==> src/rtl/soc_reset_seq.sv <==
`default_nettype none
// ----------------------------------------------------------------------------
// soc_reset_seq: clean active-low SoC reset from PLL lock and debounced button,
// with last-cause record. Optional watchdog built with SOC_RESET_WDT_EN.
// Revision: 1.0
// ----------------------------------------------------------------------------
module soc_reset_seq #(
   parameter int SYNC_STAGES     = 2,
   parameter int DEBOUNCE_CYCLES = 100000,
   parameter int HOLD_CYCLES     = 256,
   parameter int WDT_CYCLES      = 16777216
) (
   input  logic       clk_i,
   input  logic       reset_i,
   input  logic       pll_locked_i,
   input  logic       button_ni,
   input  logic       wdt_kick_i,
   output logic       soc_reset_no,
   output logic [1:0] state_o,
   output logic [1:0] reset_cause_o
);

   localparam int DB_W   = (DEBOUNCE_CYCLES > 1) ? $clog2(DEBOUNCE_CYCLES) : 1;
   localparam int HOLD_W = (HOLD_CYCLES > 1) ? $clog2(HOLD_CYCLES) : 1;
   localparam logic [DB_W-1:0]   DB_LAST   = DB_W'(DEBOUNCE_CYCLES - 1);
   localparam logic [HOLD_W-1:0] HOLD_LAST = HOLD_W'(HOLD_CYCLES - 1);

   localparam logic [1:0] CAUSE_POR    = 2'b00;
   localparam logic [1:0] CAUSE_BUTTON = 2'b01;
   localparam logic [1:0] CAUSE_LOCK   = 2'b10;
   localparam logic [1:0] CAUSE_WDT    = 2'b11;

   typedef enum logic [1:0] {
      ST_WAIT_LOCK = 2'b00,
      ST_HOLD      = 2'b01,
      ST_RUN       = 2'b10
   } state_t;

   state_t                 state_q, state_d;
   logic [1:0]             cause_q, cause_d;
   logic [SYNC_STAGES-1:0] lock_sync_q, lock_sync_d;
   logic [SYNC_STAGES-1:0] btn_sync_q, btn_sync_d;
   logic                   btn_db_q, btn_db_d;
   logic [DB_W-1:0]        db_cnt_q, db_cnt_d;
   logic [HOLD_W-1:0]      hold_cnt_q, hold_cnt_d;
   logic                   lock_s, btn_s;
   logic                   wdt_expire;

   assign lock_s = lock_sync_q[SYNC_STAGES-1];
   assign btn_s  = btn_sync_q[SYNC_STAGES-1];

   always_ff @(posedge clk_i or posedge reset_i) begin
      if (reset_i) begin
         state_q     <= ST_WAIT_LOCK;
         cause_q     <= CAUSE_POR;
         lock_sync_q <= '0;
         btn_sync_q  <= '1;
         btn_db_q    <= 1'b1;
         db_cnt_q    <= '0;
         hold_cnt_q  <= '0;
      end else begin
         state_q     <= state_d;
         cause_q     <= cause_d;
         lock_sync_q <= lock_sync_d;
         btn_sync_q  <= btn_sync_d;
         btn_db_q    <= btn_db_d;
         db_cnt_q    <= db_cnt_d;
         hold_cnt_q  <= hold_cnt_d;
      end
   end

   // Debounce: accept a new level only after DEBOUNCE_CYCLES consecutive mismatches.
   always_comb begin
      lock_sync_d = {lock_sync_q[SYNC_STAGES-2:0], pll_locked_i};
      btn_sync_d  = {btn_sync_q[SYNC_STAGES-2:0], button_ni};
      btn_db_d    = btn_db_q;
      db_cnt_d    = '0;
      if (btn_s != btn_db_q) begin
         if (db_cnt_q == DB_LAST) begin
            btn_db_d = btn_s;
         end else begin
            db_cnt_d = db_cnt_q + DB_W'(1);
         end
      end
   end

   always_comb begin
      state_d    = state_q;
      cause_d    = cause_q;
      hold_cnt_d = '0;
      case (state_q)
         ST_WAIT_LOCK: begin
            if (lock_s && btn_db_q) begin
               state_d = ST_HOLD;
            end
         end
         ST_HOLD: begin
            // An aborted hold leaves the cause alone: the sequence never completed.
            if (!lock_s || !btn_db_q) begin
               state_d = ST_WAIT_LOCK;
            end else if (hold_cnt_q == HOLD_LAST) begin
               state_d = ST_RUN;
            end else begin
               hold_cnt_d = hold_cnt_q + HOLD_W'(1);
            end
         end
         ST_RUN: begin
            if (!lock_s) begin
               state_d = ST_WAIT_LOCK;
               cause_d = CAUSE_LOCK;
            end else if (!btn_db_q) begin
               state_d = ST_WAIT_LOCK;
               cause_d = CAUSE_BUTTON;
            end else if (wdt_expire) begin
               state_d = ST_WAIT_LOCK;
               cause_d = CAUSE_WDT;
            end
         end
         default: state_d = ST_WAIT_LOCK;
      endcase
   end

`ifdef SOC_RESET_WDT_EN
   localparam int WDT_W = (WDT_CYCLES > 1) ? $clog2(WDT_CYCLES) : 1;
   localparam logic [WDT_W-1:0] WDT_LAST = WDT_W'(WDT_CYCLES - 1);

   logic [WDT_W-1:0] wdt_cnt_q, wdt_cnt_d;

   always_ff @(posedge clk_i or posedge reset_i) begin
      if (reset_i) begin
         wdt_cnt_q <= '0;
      end else begin
         wdt_cnt_q <= wdt_cnt_d;
      end
   end

   // Held at zero outside RUN, so every RUN entry starts a fresh timeout.
   always_comb begin
      wdt_cnt_d  = '0;
      wdt_expire = 1'b0;
      if (state_q == ST_RUN && !wdt_kick_i) begin
         if (wdt_cnt_q == WDT_LAST) begin
            wdt_expire = 1'b1;
         end else begin
            wdt_cnt_d = wdt_cnt_q + WDT_W'(1);
         end
      end
   end
`else
   logic unused_wdt;
   assign unused_wdt = wdt_kick_i ^ (WDT_CYCLES > 0);
   assign wdt_expire = 1'b0;
`endif

   assign soc_reset_no  = (state_q == ST_RUN);
   assign state_o       = state_q;
   assign reset_cause_o = cause_q;

endmodule
`default_nettype wire

==> config.mk <==
export PLATFORM = sky130hd
export DESIGN_NAME = soc_reset_seq
export DESIGN_NICKNAME = d
export VERILOG_FILES = /design/src/rtl/soc_reset_seq.sv
export SDC_FILE = /design/constraint.sdc
export NUM_CORES = 1
export LEC_CHECK = 0
export ABC_AREA = 1
export CELL_PAD_IN_SITES_DETAIL_PLACEMENT = 1
export CELL_PAD_IN_SITES_GLOBAL_PLACEMENT = 2
export CORE_ASPECT_RATIO = 2
export CORE_MARGIN = 2
export CORE_UTILIZATION = 38
export CTS_BUF_LIST = sky130_fd_sc_hd__clkbuf_8
export DETAILED_ROUTE_END_ITERATION = 12
export GPL_TIMING_DRIVEN = 0
export PLACE_DENSITY_LB_ADDON = 0.1
export SLEW_MARGIN = 15
export SYNTH_ARGS = -nofsm -noshare
export SYNTH_HDL_FRONTEND = slang
export SYNTH_SLANG_ARGS = --single-unit
==> constraint.sdc <==
create_clock -name clk_i -period 2 [get_ports clk_i]
set_clock_uncertainty 0.2 [all_clocks]
set_input_delay 0.6 -clock clk_i [delete_from_list [all_inputs] [get_ports clk_i]]
set_output_delay 0.6 -clock clk_i [all_outputs]
set_load 0.02 [all_outputs]
* Word-level counts from Yosys, hierarchy flattened *
Index checks and enable logic that the tools add are counted.

storage, ports and cells
  flip-flop bits (word level) = 34
  input port bits = 5
  output and inout port bits = 5

operators by class
  $add $sub $neg = 2
  equality and inequality tests = 9
  muxes and demuxes = 13
  reduce and logical (&&, ||, !) cells = 8

operators with widths
  operator                                        count
  two-way mux 17 bit                              2
  two-way mux 8 bit                               3
  adder 17 x 1 -> 17 bit (second input constant)  1
  == test 17 bit (second input constant)          1
  two-way mux 2 bit                               7
  adder 8 x 1 -> 8 bit (second input constant)    1
  == test 8 bit (second input constant)           1
  inequality test 3 bit (second input constant)   2
  one-hot mux 2 bit (3 select lines)              1
  inequality test 2 bit (second input constant)   2
  AND reduction 2 bit                             2
  AND reduction 3 bit                             1
  == test 2 x 1 -> 1 bit (second input constant)  1
  == test 2 bit (second input constant)           1
  logical NOT 1 bit                               2
  logical NOT 2 bit                               1
  logical AND 1 bit                               1
  logical OR 1 bit                                1
  inequality test 1 bit                           1

* Depth between registers and ports, before layout *
  word-level depth = 4
  mapped depth = 9

* Worst setup path before layout *
Ideal clock, no wire load.

  kind = register to output
  start = register state_q[1], in the netlist state_o[1]
  end = output soc_reset_no
  arrival time = 0.872 ns
  data required time = 1.200 ns
  path slack = 0.328 ns
  cell stages (with the launch flop) = 3
  path buffers = 0
  cells stage by stage = dfrtp_1 inv_1 nor2_1

on the way
  cells in the longest elaborated chain, start to end = 1

ends and longest elaborated chain
  element                 RTL line  RTL
  from (decl)             39        state_t state_q, state_d;
  from (signal assigned)  62        state_q <= state_d;
  == test 2 bit           155       assign soc_reset_no = (state_q == ST_RUN);
  to (decl)               18        output logic soc_reset_no,

Every way passes these cells.

* Final worst setup path *
  start = register state_q[0], in the netlist state_o[0]
  end = output soc_reset_no

The elaborated chain is that of the path after synthesis.

==> results.sh <==
export IMPL_synth_seq_area_share_pct=49.17
export IMPL_grt_pass1_wl_mm=6.955
export IMPL_min_period_over_period_pct=93.27
export IMPL_fp_dieW_um=51.82
export IMPL_place_congestion=0.7623
export IMPL_synth_ff_type="dfrtp_1"
export IMPL_start_kind="register"
export IMPL_min_period_ns=1.865
export IMPL_netlist_area_mm2=0.001738
export IMPL_drtAntennaViolNets=0
export IMPL_p_sw_share_pct=22.36
export IMPL_syn_area_per_cell_um2=8.519
export IMPL_internal_power_mw=0.9841
export IMPL_synth_simple_area_share_pct=33.33
export IMPL_combPwrFrac_pct=3.4
export IMPL_numClockSinks=34
export IMPL_drv_cap=0
export IMPL_async_reset_ff_share_pct=100.0
export IMPL_grt_pass1_vias=1574
export IMPL_synth_warnings=0
export IMPL_coreArea_mm2=0.004382
export IMPL_fin_nets=226
export IMPL_use_met3_pct=2.553
export IMPL_synth_compound_area_share_pct=5.112
export IMPL_drt_iter0_markers=14
export IMPL_route_detailed_drc=0
export IMPL_antenna_found_initial=0
export IMPL_start_util_pct=39.66
export IMPL_core_rowCount=34
export IMPL_switching_power_mw=0.2834
export IMPL_grt_total_usage_pct=18.41
export IMPL_worst_setup_path_type="reg2out"
export IMPL_dieHeight_um=99.64
export IMPL_drive_gt1_share_pct=18.18
export IMPL_syn_num_nets=211
export IMPL_rsz0062_at_grt="no"
export IMPL_avgRoutedWirePerCell_um=15.00
export IMPL_routed_via_count=1382
export IMPL_cts_path_max_buffers=2
export IMPL_grt_busiest_layer="met2"
export IMPL_slew_headroom_pct=52.80
export IMPL_synthXorXnorAreaFrac_pct=4.968
export IMPL_path_clk_slew_ns=0.07
export IMPL_crit_fanout=4
export IMPL_hold_ws_ns=0.1618
export IMPL_power_density_mw_per_mm2=644.4
export IMPL_power_mw=1.268
export IMPL_p_seq_share_pct=55.6
export IMPL_synthMuxAreaShare_pct=0
export IMPL_worstPathArrival_ns=1.07
export IMPL_power_frac_clock_pct=40.9
export IMPL_outcome="finished, final reports clean"
export IMPL_synth_distinct_cells=34
export IMPL_hold_violations=0
export IMPL_min_path_type="reg2reg"
export IMPL_synthTopCellsByArea="dfrtp_1 45%, nand2_1 8.4%, nor2_1 7.6%, inv_1 5.0%, dfstp_2 4.5%"
export IMPL_yosysMostFrequentCell="nand2_1"
export IMPL_drt_pass1_iterations=4
export IMPL_viasPerCell=5.044
export IMPL_cts_buffers=5
export IMPL_endpoint_kind="primary output"
export IMPL_worstMarginPinSlew_ns=0.7070
export IMPL_synth_seq_cells=34
export IMPL_cts_setup_buffers=0
export IMPL_synth_adder_area_share_pct=1.440
export IMPL_fmax_ghz=0.5361
export IMPL_wirelength_mm=4.111
export IMPL_synth_edff_count=0
export IMPL_synth_top_family_by_area="simple AND/OR/NAND/NOR gates"
export IMPL_area_growth_pct=13.18
export IMPL_overflow=0
export IMPL_htreeDepth=2
export IMPL_crit_required_ns=1.20
export IMPL_use_met1_pct=16.76
export IMPL_final_max_slew_viol_count=0
export IMPL_cts_root_buf="clkbuf_8"
export IMPL_dieArea_mm2=0.005163
export IMPL_antenna_cells=0
export IMPL_yosys_area_top_type_share_pct=44.64
export IMPL_grt_max_degree=35
export IMPL_syn_inst=204
export IMPL_cts_tree="done"
export IMPL_leakagePower_nw=0.9037
export IMPL_hold_buffers=0
export IMPL_met2_usage_pct=36.12
export IMPL_synth_common_cells="39 x nand2_1, 35 x nor2_1, 31 x dfrtp_1"
export IMPL_post_dp_hpwl_mm=3.245
export IMPL_vdd_drop_max_uv=443.0
export IMPL_ios=10
export IMPL_io_buffer_count=8
export IMPL_setup_viol=0
export IMPL_clkLatencyLatePin_ns=0.28
export IMPL_synth_largest_area_cell="dfrtp_1"
[path summary, 6_finish.rpt]
path                          startpoint             end  slack (ns)  cells past startpoint
max                           state_o[0]    soc_reset_no        0.13                      2
min                        btn_sync_q[0]   btn_sync_q[1]        0.16                      0
max reg2reg                hold_cnt_q[0]      state_o[0]        0.28                      6
min reg2reg                btn_sync_q[0]   btn_sync_q[1]        0.16                      0
max in group asynchronous        reset_i   hold_cnt_q[5]        0.58                      2
min in group asynchronous        reset_i  lock_sync_q[1]        0.56                      2
[sequential cells by signal, summed over array words and instances (netlist names)]
signal / flops
btn_db_q: 1
btn_sync_q: 2
db_cnt_q: 17
hold_cnt_q: 8
lock_sync_q: 2
reset_cause_o: 2
state_o: 2
[power groups by stage]
stage / Combinational, mW / Sequential (mW) / Clock [mW]
after detailed placement: 0.0460 / 0.718 / 0
after floorplan: 0.0289 / 0.716 / 0
final: 0.0434 / 0.705 / 0.519
after global routing: 0.0497 / 0.706 / 0.555
after CTS: 0.0462 / 0.705 / 0.540
after global placement: 0.0423 / 0.717 / 0
[cell families (layout without fill, tap and decap cells)]
family,after synthesis,count (layout)
xor+xnor,9,9
flops,34,34
buf+inv,27,43
compound gates,15,15
simple gates,117,117
fa+ha+maj,2,2
[stage by stage]
stage / setup WS, ns / TNS (ns) / std cells / area [um^2] / util (%)
after floorplan: 0.3282 / 0 / 204 / 1738 / -
after global routing: 0.09727 / 0 / 274 / 1967 / 44.89
final: 0.1346 / 0 / 274 / 1967 / 44.89
after CTS: 0.02678 / 0 / 274 / 1973 / 45.03
after detailed placement: -0.002698 / -0.002698 / 266 / 1886 / 43.03
after global placement: -0.3052 / -9.624 / 266 / 1886 / 43.03
[per-layer routing]
layer / up-vias / routed length [um]
met1: 692 / 1437
li1: 665 / -
met4: 0 / 142
met5: - / 0
met3: 10 / 67
met2: 15 / 2464
[final cells by class]
class / instances / area, um^2
fillers: 557 / 2415
multi-input cells: 143 / 779.5
repair buffers: 8 / 70.07
flip-flops and latches: 34 / 854.6
clock buffers: 6 / 82.58
well taps: 54 / 67.56
inverters: 27 / 103.9
clock inverters: 2 / 8.758
[timing repair]
action / CTS / global route
setup endpoints to repair: 5 / 1
pin swaps: 0 / 0
resized for setup: 7 / 1
[critical path: stages, from the launching register on]
cell	delay, ns
dfrtp_1	0.41
nor2_1	0.18
buf_2	0.19
[layout by cell type (no fill, tap or decap), types with 5 or more instances in the layout]
master	instances
a21oi_1	5
clkbuf_8	6
dfrtp_1	31
inv_1	23
nand2_1	39
nand2_2	5
nand3_1	11
nor2_1	35
nor2_2	9
xor2_1	8
(Power assumes the default switching activity.)
